--- src/rtl/audio_uart_pkg.sv ---
// Shared constants for the fabric-side audio UART transmitter: parity modes,
// serialiser state encoding and the FIFO entry layout {last, byte}.
package audio_uart_pkg;

  localparam int PAR_NONE = 0;
  localparam int PAR_EVEN = 1;
  localparam int PAR_ODD  = 2;

  localparam int ENTRY_W  = 9;

  typedef enum logic [2:0] {
    ST_IDLE   = 3'd0,
    ST_START  = 3'd1,
    ST_DATA   = 3'd2,
    ST_PARITY = 3'd3,
    ST_STOP   = 3'd4
  } tx_state_e;

  // Line level of the parity bit for a byte; even mode is the XOR of the bits.
  function automatic logic parity_bit(input logic [7:0] d, input int mode);
    return (mode == PAR_ODD) ? ~(^d) : (^d);
  endfunction

endpackage

--- src/rtl/audio_byte_fifo.sv ---
// Single-clock FIFO with a combinational head read (first word fall-through).
// A push while full is ignored, so push and pop on a full FIFO cannot coincide.
module audio_byte_fifo #(
  parameter int DEPTH = 16,
  parameter int WIDTH = 9
) (
  input  logic             clk,
  input  logic             rst_n,
  input  logic             push,
  input  logic [WIDTH-1:0] wr_data,
  input  logic             pop,
  output logic [WIDTH-1:0] rd_data,
  output logic             full,
  output logic             empty
);

  localparam int AW = (DEPTH > 1) ? $clog2(DEPTH) : 1;
  localparam int CW = AW + 1;

  logic [WIDTH-1:0] mem [DEPTH];
  logic [AW-1:0]    wr_ptr;
  logic [AW-1:0]    rd_ptr;
  logic [CW-1:0]    count;
  logic             do_push;
  logic             do_pop;

  assign do_push = push && !full;
  assign do_pop  = pop && !empty;
  assign full    = (count == CW'(DEPTH));
  assign empty   = (count == '0);
  assign rd_data = mem[rd_ptr];

  // Pointers and occupancy; a simultaneous push and pop leaves count unchanged.
  always_ff @(posedge clk or negedge rst_n) begin
    if (!rst_n) begin
      wr_ptr <= '0;
      rd_ptr <= '0;
      count  <= '0;
    end else begin
      if (do_push) wr_ptr <= wr_ptr + 1'b1;
      if (do_pop)  rd_ptr <= rd_ptr + 1'b1;
      if (do_push && !do_pop)      count <= count + 1'b1;
      else if (do_pop && !do_push) count <= count - 1'b1;
    end
  end

  // Storage array carries no reset; emptiness is tracked by the pointers.
  always_ff @(posedge clk) begin
    if (do_push) mem[wr_ptr] <= wr_data;
  end

endmodule

--- src/rtl/audio_uart_tx_arb.sv ---
// Multi-channel UART transmitter: per-channel byte FIFOs, a packet-granular
// round-robin arbiter and a single serialiser driving TXD.
module audio_uart_tx_arb
  import audio_uart_pkg::*;
#(
  parameter int NUM_CH     = 2,
  parameter int FIFO_DEPTH = 16,
  parameter int CLK_DIV    = 4167,
  parameter int PARITY     = 0,
  parameter int STOP_BITS  = 1,
  localparam int GW        = (NUM_CH > 1) ? $clog2(NUM_CH) : 1
) (
  input  logic                  FAB_CLK,
  input  logic                  MSS_RESET_N,
  input  logic [NUM_CH-1:0]     WR_EN,
  input  logic [8*NUM_CH-1:0]   WR_DATA,
  input  logic [NUM_CH-1:0]     WR_LAST,
  output logic [NUM_CH-1:0]     FULL,
  output logic [NUM_CH-1:0]     OVF,
  input  logic [NUM_CH-1:0]     OVF_CLR,
  output logic                  TXD,
  output logic                  BUSY,
  output logic [GW-1:0]         GRANT
);

  localparam int            BW        = $clog2(CLK_DIV);
  localparam logic [BW-1:0] BAUD_LAST = BW'(CLK_DIV - 1);
  localparam logic [2:0]    STOP_LAST = 3'(STOP_BITS - 1);

  logic [NUM_CH-1:0]  fifo_full;
  logic [NUM_CH-1:0]  fifo_empty;
  logic [NUM_CH-1:0]  pop_vec;
  logic [ENTRY_W-1:0] fifo_head [NUM_CH];
  logic [ENTRY_W-1:0] head;

  tx_state_e          state_q;
  tx_state_e          state_nxt;
  logic [BW-1:0]      baud_q;
  logic [2:0]         bit_q;
  logic [GW-1:0]      grant_q;
  logic [GW-1:0]      scan_ch;
  logic [GW-1:0]      pop_ch;
  logic               held_q;
  logic               pend_q;
  logic               last_q;
  logic               txd_q;
  logic               txd_nxt;
  logic               par_q;
  logic [7:0]         shift_q;
  logic [NUM_CH-1:0]  ovf_q;

  logic               scan_found;
  logic               baud_end;
  logic               frame_done;
  logic               arb_free;
  logic               start_new;
  logic               cont;
  logic               do_pop;

  for (genvar c = 0; c < NUM_CH; c++) begin : g_ch
    audio_byte_fifo #(
      .DEPTH (FIFO_DEPTH),
      .WIDTH (ENTRY_W)
    ) u_fifo (
      .clk     (FAB_CLK),
      .rst_n   (MSS_RESET_N),
      .push    (WR_EN[c]),
      .wr_data ({WR_LAST[c], WR_DATA[8*c +: 8]}),
      .pop     (pop_vec[c]),
      .rd_data (fifo_head[c]),
      .full    (fifo_full[c]),
      .empty   (fifo_empty[c])
    );
  end

  // Sticky overflow flags; a refused write beats a clear in the same cycle.
  always_ff @(posedge FAB_CLK or negedge MSS_RESET_N) begin
    if (!MSS_RESET_N) ovf_q <= '0;
    else              ovf_q <= (ovf_q & ~OVF_CLR) | (WR_EN & fifo_full);
  end

  // Round-robin scan starting one past the current/last grant.
  always_comb begin
    scan_found = 1'b0;
    scan_ch    = grant_q;
    for (int i = 1; i <= NUM_CH; i++) begin
      if (!scan_found && !fifo_empty[(int'(grant_q) + i) % NUM_CH]) begin
        scan_found = 1'b1;
        scan_ch    = GW'((int'(grant_q) + i) % NUM_CH);
      end
    end
  end

  assign baud_end   = (baud_q == BAUD_LAST);
  assign frame_done = (state_q == ST_STOP) && baud_end && (bit_q == STOP_LAST);
  // A new packet may be granted from true idle, or right as a LAST byte completes.
  assign arb_free   = ((state_q == ST_IDLE) && !held_q && !pend_q) || (frame_done && last_q);
  assign start_new  = arb_free && scan_found;
  assign cont       = held_q && !last_q && !fifo_empty[grant_q] &&
                      (((state_q == ST_IDLE) && !pend_q) || frame_done);
  assign do_pop     = start_new || cont;
  assign pop_ch     = start_new ? scan_ch : grant_q;
  assign head       = fifo_head[pop_ch];

  // One-hot pop strobe toward the selected FIFO.
  always_comb begin
    pop_vec = '0;
    if (do_pop) pop_vec[pop_ch] = 1'b1;
  end

  // Serialiser state register.
  always_ff @(posedge FAB_CLK or negedge MSS_RESET_N) begin
    if (!MSS_RESET_N) state_q <= ST_IDLE;
    else              state_q <= state_nxt;
  end

  // Serialiser next state; a pop from idle spends one cycle loading before START.
  always_comb begin
    state_nxt = state_q;
    case (state_q)
      ST_IDLE:   if (pend_q) state_nxt = ST_START;
      ST_START:  if (baud_end) state_nxt = ST_DATA;
      ST_DATA:   if (baud_end && (bit_q == 3'd7))
                   state_nxt = (PARITY != PAR_NONE) ? ST_PARITY : ST_STOP;
      ST_PARITY: if (baud_end) state_nxt = ST_STOP;
      ST_STOP:   if (frame_done) state_nxt = do_pop ? ST_START : ST_IDLE;
      default:   state_nxt = ST_IDLE;
    endcase
  end

  // Line level for the coming cycle, so the registered TXD tracks the state exactly.
  always_comb begin
    txd_nxt = 1'b1;
    case (state_nxt)
      ST_START:  txd_nxt = 1'b0;
      ST_DATA:   txd_nxt = ((state_q == ST_DATA) && baud_end) ? shift_q[1] : shift_q[0];
      ST_PARITY: txd_nxt = par_q;
      default:   txd_nxt = 1'b1;
    endcase
  end

  // Control: baud/bit counters, grant ownership, load handshake and line register.
  always_ff @(posedge FAB_CLK or negedge MSS_RESET_N) begin
    if (!MSS_RESET_N) begin
      baud_q  <= '0;
      bit_q   <= '0;
      grant_q <= GW'(NUM_CH - 1);
      held_q  <= 1'b0;
      pend_q  <= 1'b0;
      last_q  <= 1'b0;
      txd_q   <= 1'b1;
    end else begin
      txd_q  <= txd_nxt;
      pend_q <= do_pop && (state_q == ST_IDLE);
      baud_q <= ((state_q == ST_IDLE) || baud_end) ? '0 : baud_q + 1'b1;
      if (baud_end && ((state_q == ST_DATA) || (state_q == ST_STOP)))
        bit_q <= ((state_q == ST_STOP) && (bit_q == STOP_LAST)) ? 3'd0 : bit_q + 3'd1;
      if (start_new) grant_q <= scan_ch;
      if (do_pop) begin
        held_q <= 1'b1;
        last_q <= head[ENTRY_W-1];
      end else if (frame_done && last_q) begin
        held_q <= 1'b0;
      end
    end
  end

  // Data: byte shifter and precomputed parity, loaded on every pop.
  always_ff @(posedge FAB_CLK) begin
    if (do_pop) begin
      shift_q <= head[7:0];
      par_q   <= parity_bit(head[7:0], PARITY);
    end else if ((state_q == ST_DATA) && baud_end) begin
      shift_q <= {1'b0, shift_q[7:1]};
    end
  end

  assign TXD   = txd_q;
  assign BUSY  = held_q || (state_q != ST_IDLE);
  assign GRANT = grant_q;
  assign FULL  = fifo_full;
  assign OVF   = ovf_q;

endmodule

--- config.mk ---
export PLATFORM = sky130hd
export DESIGN_NAME = audio_uart_tx_arb
export DESIGN_NICKNAME = d
export VERILOG_FILES = /design/src/rtl/audio_uart_pkg.sv /design/src/rtl/audio_byte_fifo.sv /design/src/rtl/audio_uart_tx_arb.sv
export SDC_FILE = /design/constraint.sdc
export NUM_CORES = 1
export LEC_CHECK = 0
export CAP_MARGIN = 20
export CORE_MARGIN = 2
export CORE_UTILIZATION = 38
export DETAILED_ROUTE_END_ITERATION = 7
export PLACE_DENSITY = 0.61
export SLEW_MARGIN = 10
export SYNTH_ARGS = -nofsm -noshare
export SYNTH_HDL_FRONTEND = slang
export SYNTH_SLANG_ARGS = --single-unit
--- constraint.sdc ---
create_clock -name FAB_CLK -period 5.98 [get_ports FAB_CLK]
set_clock_uncertainty 0.05 [all_clocks]
set_input_delay 1.196 -clock FAB_CLK [delete_from_list [all_inputs] [get_ports FAB_CLK]]
set_output_delay 1.196 -clock FAB_CLK [all_outputs]
set_load 0.03 [all_outputs]
# Yosys cells after proc, flatten, opt, wreduce, memory -nomap -nowiden
# Memories as Yosys holds them, arrays and structs flattened.
# Index checks and enable logic that the tools add are counted.
[word_totals] regBits=61 ram_bits=288 in_bits=24 n_memories=2
[mem_list] name="g_ch[0].u_fifo.mem" depth=16 word_bits=9 rd=1 rd_ports_with_merged_regs=0 wr=1 line_no="audio_byte_fifo.sv:20" text="logic [WIDTH-1:0] mem [DEPTH];"
[mem_list] name="g_ch[1].u_fifo.mem" depth=16 word_bits=9 rd=1 rd_ports_with_merged_regs=0 wr=1 line_no="audio_byte_fifo.sv:20"
[classes] addsub=12 n_lt_le_gt_ge=6 n_eq_ne=11 n_mux=42 n_bitwise=7 reduce_logical=54
[ops] operator="2-to-1 mux 9 bit" n=3
[ops] operator="logical AND 1 bit" n=25
[ops] operator="2-to-1 mux 1 bit" n=22
[ops] operator="2-to-1 mux 5 bit" n=4
[ops] operator="2-to-1 mux 3 bit" n=6
[ops] operator="adder 4 x 1 -> 4 bit, second input constant" n=4
[ops] operator="2-to-1 mux 8 bit" n=2
[ops] operator="one-hot mux 3 bit (5 select lines)" n=1
[ops] operator="adder 13 x 1 -> 13 bit, second input constant" n=1
[ops] operator="equality test 13 bit, second input constant" n=1
[ops] operator="zero test 1 bit" n=13
[ops] operator="2-to-1 mux 13 bit" n=1
[ops] operator="equality test 3 x 2 -> 1 bit, second input constant" n=4
[ops] operator="adder 5 x 1 -> 5 bit, second input constant" n=2
[ops] operator="equality test 5 bit, second input constant" n=2
[ops] operator="zero test 5 bit" n=2
[ops] operator="subtractor 5 x 1 -> 5 bit, second input constant" n=2
[ops] operator="nonzero test 2 bit" n=4
[ops] operator="XOR reduction 8 bit" n=1
[ops] operator="equality test 3 x 1 -> 1 bit, second input constant" n=2
[ops] operator="equality test 3 bit, second input constant" n=2
[ops] operator="zero test 3 bit" n=2
[ops] operator="logical OR 1 bit" n=6
[ops] operator="less-than comparator 2 x 3 -> 1 bit, second input constant" n=2
[ops] operator="other kinds (14)" n=18

# Depth between registers and ports, before layout
[logic_depth] ltp_word=19 ltp_mapped=17 depth_no_buf=17

# Modules after synthesis
# A second synthesis with hierarchy kept.
[unflattened] hier_cells=998 hier_area_um2=15489.9
[modules_own_cells] module="audio_byte_fifo" n_inst=2 cells_per_inst=349 area_each_um2=6414.9 seq_area_each_um2=4649.5
[modules_own_cells] module="audio_uart_tx_arb" n_inst=1 cells_per_inst=300 area_each_um2=2660.1 seq_area_each_um2=923.4

# Least setup slack after synthesis
# Ideal clock, no wire load.
[synth_path] kind="reg-to-reg" from="register baud_q[0]" to="register g_ch[1].u_fifo.count[4]" setup_ns=0.125 arrival_time_ns=3.086 t_required_ns=5.805 path_slack_ns=2.719 stages_incl_launch_ff=18 path_buffers=0 period_less_slack_ns=3.261 cell_sequence="dfrtp_1 > inv_1 > ha_1 > nor4bb_1 > and3_1 > a31oi_1 > or2_0 > o21a_1 > inv_2 > nand2_1 > ha_1 > inv_1 > ha_1 > a21o_1 > a21oi_1 > xnor2_1 > nor2_1 > xor2_1"
[synth_via] elab_chain_len=16
[synth_rtl] item="start, declared" line_no="audio_uart_tx_arb.sv:38" text="logic [BW-1:0] baud_q;"
[synth_rtl] item="start signal, assigned" line_no="audio_uart_tx_arb.sv:155" text="baud_q <= ((state_q == ST_IDLE) || baud_end) ? '0 : baud_q + 1'b1;"
[synth_rtl] item="equality test 13 bit *" line_no="audio_uart_tx_arb.sv:94" text="assign baud_end = (baud_q == BAUD_LAST);"
[synth_rtl] item="logical AND 1 bit * (2 in a row)" line_no="audio_uart_tx_arb.sv:95" text="assign frame_done = (state_q == ST_STOP) && baud_end && (bit_q == STOP_LAST);"
[synth_rtl] item="logical AND 1 bit" line_no="audio_uart_tx_arb.sv:97" text="assign arb_free = ((state_q == ST_IDLE) && !held_q && !pend_q) || (frame_done && last_q);"
[synth_rtl] item="logical OR 1 bit" line_no="audio_uart_tx_arb.sv:97"
[synth_rtl] item="logical AND 1 bit" line_no="audio_uart_tx_arb.sv:98" text="assign start_new = arb_free && scan_found;"
[synth_rtl] item="2-to-1 mux 1 bit" line_no="audio_uart_tx_arb.sv:102" text="assign pop_ch = start_new ? scan_ch : grant_q;"
[synth_rtl] item="less-than comparator 1 x 2 -> 1 bit (not written as such) / greater-or-equal comparator 1 bit (equally long branches)" line_no="audio_uart_tx_arb.sv:108" text="if (do_pop) pop_vec[pop_ch] = 1'b1;"
[synth_rtl] item="logical AND 1 bit (not written as such)" line_no="audio_uart_tx_arb.sv:108"
[synth_rtl] item="2-to-1 mux 1 bit (not written as such)" line_no="audio_uart_tx_arb.sv:108"
[synth_rtl] item="demux 1 bit (select 1 bit)" line_no="audio_uart_tx_arb.sv:108"
[synth_rtl] item="2-to-1 mux 2 bit *" line_no="audio_uart_tx_arb.sv:108"
[synth_rtl] item="logical AND 1 bit *" line_no="audio_byte_fifo.sv:28" text="assign do_pop = pop && !empty;"
[synth_rtl] item="zero test 1 bit" line_no="audio_byte_fifo.sv:42" text="if (do_push && !do_pop) count <= count + 1'b1;"
[synth_rtl] item="logical AND 1 bit" line_no="audio_byte_fifo.sv:42"
[synth_rtl] item="2-to-1 mux 5 bit / nonzero test 2 bit (equally long branches)"
[synth_rtl] item="end signal, assigned" line_no="audio_byte_fifo.sv:42"
[synth_rtl] item="end signal, assigned" line_no="audio_byte_fifo.sv:43" text="else if (do_pop && !do_push) count <= count - 1'b1;"
[synth_rtl] item="end, declared" line_no="audio_byte_fifo.sv:23" text="logic [CW-1:0] count;"
# Every way passes the cells marked *; elsewhere a longest branch is shown, timed or not.
# A chain may end at the register's enable or synchronous reset.

# Final worst setup path
# Same ends and word-level chain as after synthesis.

==> reports/qor.txt <==
WP data arrival -> 4.17 ns
Setup tns final -> 0 ns
GPL Wtd Cong -> 0.744
Post-place instance area -> 15300 µm²
Worst Setup Start Kind -> register
Top-area cell type share of the netlist area -> 61.7%
Slew Limit Fails -> 0
Vias post-DR -> 7023
Post-synth top area cell -> edfxtp_1
Area of the multi-input gates -> 3900 µm²
Placeable Area -> 37600 µm²
Slew margin rel. -> 28.0%
Remaining antenna violation count after routing -> 0
R2R setup slack -> 2.18 ns
Met3 wire len -> 1400 µm
Post-DP HPWL -> 17700 µm
Mapped Avg Cell Area -> 18.2 µm²
Sw Ratio -> 25.7%
Sequential fraction of the synthesis area -> 70.8%
Area delta synth->final -> 13.7%
Proportion of power drawn by the clock network -> 35.2%
Most frequent cell after synthesis -> edfxtp_1
Vias/cell -> 5.06
Setup bufs post-CTS -> 0
I/O pin count -> 31
Initial antenna violation count -> 1
Syn_nets -> 843
Synth Flop Type -> edfxtp_1
Worst R2R End -> g_ch[1].u_fifo.count[4]$_DFFE_PN0P_
Total power -> 6.03 mW
CTS tree -> yes
Syn Std Cell Area -> 14400 µm²
Outcome -> complete, no violations
Share of layout cells above drive strength 1 -> 18.9%
Largest net degree at the start of global routing -> 53
CP Data Required Time -> 6.35 ns
Clock root buffer -> clkbuf_16
RSZ-0062 raised after global routing -> false
Crit path to -> g_ch[1].u_fifo.count[4]$_DFFE_PN0P_
All-Layer GR Usage -> 15.1%
Final setup fails -> 0
Inserted Clock Buffers -> 37
Number of synthesized flops with an enable pin -> 297
CP endpoint kind -> register
Initial core utilization -> 38.4%
Hold buffers post-CTS -> 0
Metal2 WL -> 13600 µm
Design Area, Final -> 16400 µm²
Count of input and output buffers -> 30
Pwr Density -> 367 nW/µm²
Sequential share of power -> 51.3%
List of most frequent post-synthesis cells -> edfxtp_1 (297), mux4_2 (76), dfrtp_1 (50)
Detailed-route wire length per cell -> 20.8 µm
Min Clock Period, post-route -> 3.80 ns
Synth Register Bits -> 349
Final period util -> 63.6%
GR Overflow Total -> 0
Filler cells -> 3262
First-pass GRT wire length -> 44400 µm
Internal -> 4.48 mW
Power share of the combinational group -> 13.5%
# H-tree levels -> 2
Total wire length -> 28800 µm
Reg-to-Reg Start -> baud_q[0]$_DFF_PN0_
Tightest Pin Transition -> 1.08 ns
Std cell rows -> 71
Cell count after placement -> 1316
Clock Pin Slew Worst Setup and Hold Paths -> 0.06 ns
Die width -> 199 µm
Clock Sinks -> 349
Synth Instances -> 794
Post-synth ARST share -> 14.9%
Clock latency on the worst-skew pair -> 0.54 ns
Final Core Density -> 43.7%
CTS resizes -> 0
YS warnings -> 0
R2R depth -> 17
Die area -> 39600 µm²
Final hold vios -> 0
Post-synth cell types -> 54
F_max -> 263 MHz
Number of remaining DRC errors -> 0
DR pass1 iterations -> 5
# Max-Cap Violations -> 0
Critical path type -> register to register
Crit path launch -> baud_q[0]$_DFF_PN0_
Sw power -> 1.55 mW
Die Y -> 199 µm
Static leakage -> 5.68 nW
Vias in the first global route -> 7277
Final Non-Filler Cells -> 1387
Initial DRC Count -> 468
Reg area -> 10200 µm²
Max Root-Sink Buffers -> 3
Final #Nets -> 896
Crit path max fanout -> 14
Top Layer Used -> met4
Met1 wire length -> 13200 µm
Max IR drop VDD -> 255 µV
Synth top area cells -> edfxtp_1 (62%), mux4_2 (12%), dfrtp_1 (8.7%)
Worst Hold Class -> register to register
==> critical path, stage by stage, from the launching register on <==
cell	delay (ns)
dfrtp_1	0.41
inv_1	0.07
ha_1	0.12
nor4bb_1	0.32
and3_1	0.26
a31oi_1	0.14
or2_0	0.24
o21a_1	0.22
inv_2	0.29
nand2_1	0.18
ha_1	0.25
inv_1	0.14
ha_1	0.29
a21o_1	0.19
a21oi_1	0.17
xnor2_1	0.14
nor2_1	0.06
xor2_1	0.14
==> metrics by stage <==
step / hold slack [ns] / worst slack [ns]
after floorplan: 0.405 / 2.72
after global placement: 0.424 / 2.03
after detailed placement: 0.430 / 2.06
after CTS: 0.444 / 2.15
after global routing: 0.462 / 1.81
final: 0.437 / 2.18
==> how the worst min path moves through the flow <==
stage	start	endpoint	slack, ns	cells after the start
after global routing	g_ch[1].u_fifo.count[4]$_DFFE_PN0P_	g_ch[1].u_fifo.count[4]$_DFFE_PN0P_	0.46	1
after detailed placement	g_ch[1].u_fifo.count[4]$_DFFE_PN0P_	g_ch[1].u_fifo.count[4]$_DFFE_PN0P_	0.43	1
after global placement	g_ch[0].u_fifo.count[4]$_DFFE_PN0P_	g_ch[0].u_fifo.count[4]$_DFFE_PN0P_	0.42	1
after floorplan	g_ch[0].u_fifo.count[4]$_DFFE_PN0P_	g_ch[0].u_fifo.count[4]$_DFFE_PN0P_	0.41	1
final	g_ch[0].u_fifo.count[4]$_DFFE_PN0P_	g_ch[0].u_fifo.count[4]$_DFFE_PN0P_	0.44	1
after CTS	g_ch[1].u_fifo.count[4]$_DFFE_PN0P_	g_ch[1].u_fifo.count[4]$_DFFE_PN0P_	0.44	1
==> registers in the layout, indices dropped and copies added (netlist names) <==
name                count
pend_q                  1
g_ch.u_fifo.rd_ptr      8
state_q                 3
held_q                  1
OVF                     2
last_q                  1
g_ch.u_fifo.wr_ptr      8
g_ch.u_fifo.count      10
par_q                   1
shift_q                 8
g_ch.u_fifo.mem       288
baud_q                 13
bit_q                   3
GRANT                   1
TXD                     1
==> layout by cell type (no fill, tap or decap), types with 13 or more instances in the layout <==
cell,Yosys,final
dfrtp_1,50,48
inv_1,15,15
edfxtp_1,297,297
ha_1,23,23
nand2_1,39,39
buf_4,3,22
clkbuf_16,0,37
o21ai_0,13,13
xnor2_1,25,25
xor2_1,17,17
mux4_2,76,76
nor3_1,13,13
clkdlybuf4s50_1,0,29
mux2i_1,26,26
nor2_1,47,47
==> power by group through the flow <==
stage | clock network [mW] | registers (mW) | logic [mW]
after floorplan | 0 | 3.08 | 0.601
after global placement | 0 | 3.14 | 0.807
after detailed placement | 0 | 3.14 | 0.822
after CTS | 2.18 | 3.09 | 0.823
after global routing | 2.28 | 3.13 | 0.903
final | 2.13 | 3.09 | 0.812
==> cell families (layout without fill, tap and decap cells) <==
logic type	after synthesis	in the layout	share of synthesized area, %
xor+xnor	45	45	3.01
fa+ha+maj	25	25	2.27
buf+inv	57	138	2.23
flops	349	349	70.8
other cells	0	1	0
simple gates	147	147	4.77
mux	107	107	14.1
compound gates	64	64	2.80
==> layout make-up <==
class | count | area share, %
flip-flops and latches | 349 | 62.3
diodes | 1 | 0.0152
clock buffers | 43 | 5.77
repair buffers | 54 | 2.94
clock inverters | 24 | 0.983
inverters | 17 | 0.389
well taps | 511 | 3.89
multi-input cells | 388 | 23.7
==> layer usage <==
layer  GRT usage, %  up-vias
li1               -     3214
met1           21.3     3623
met2           23.6      138
met3           3.14       48
met4           4.89        0
met5              0        -
Power figures use the tool's default switching activity.
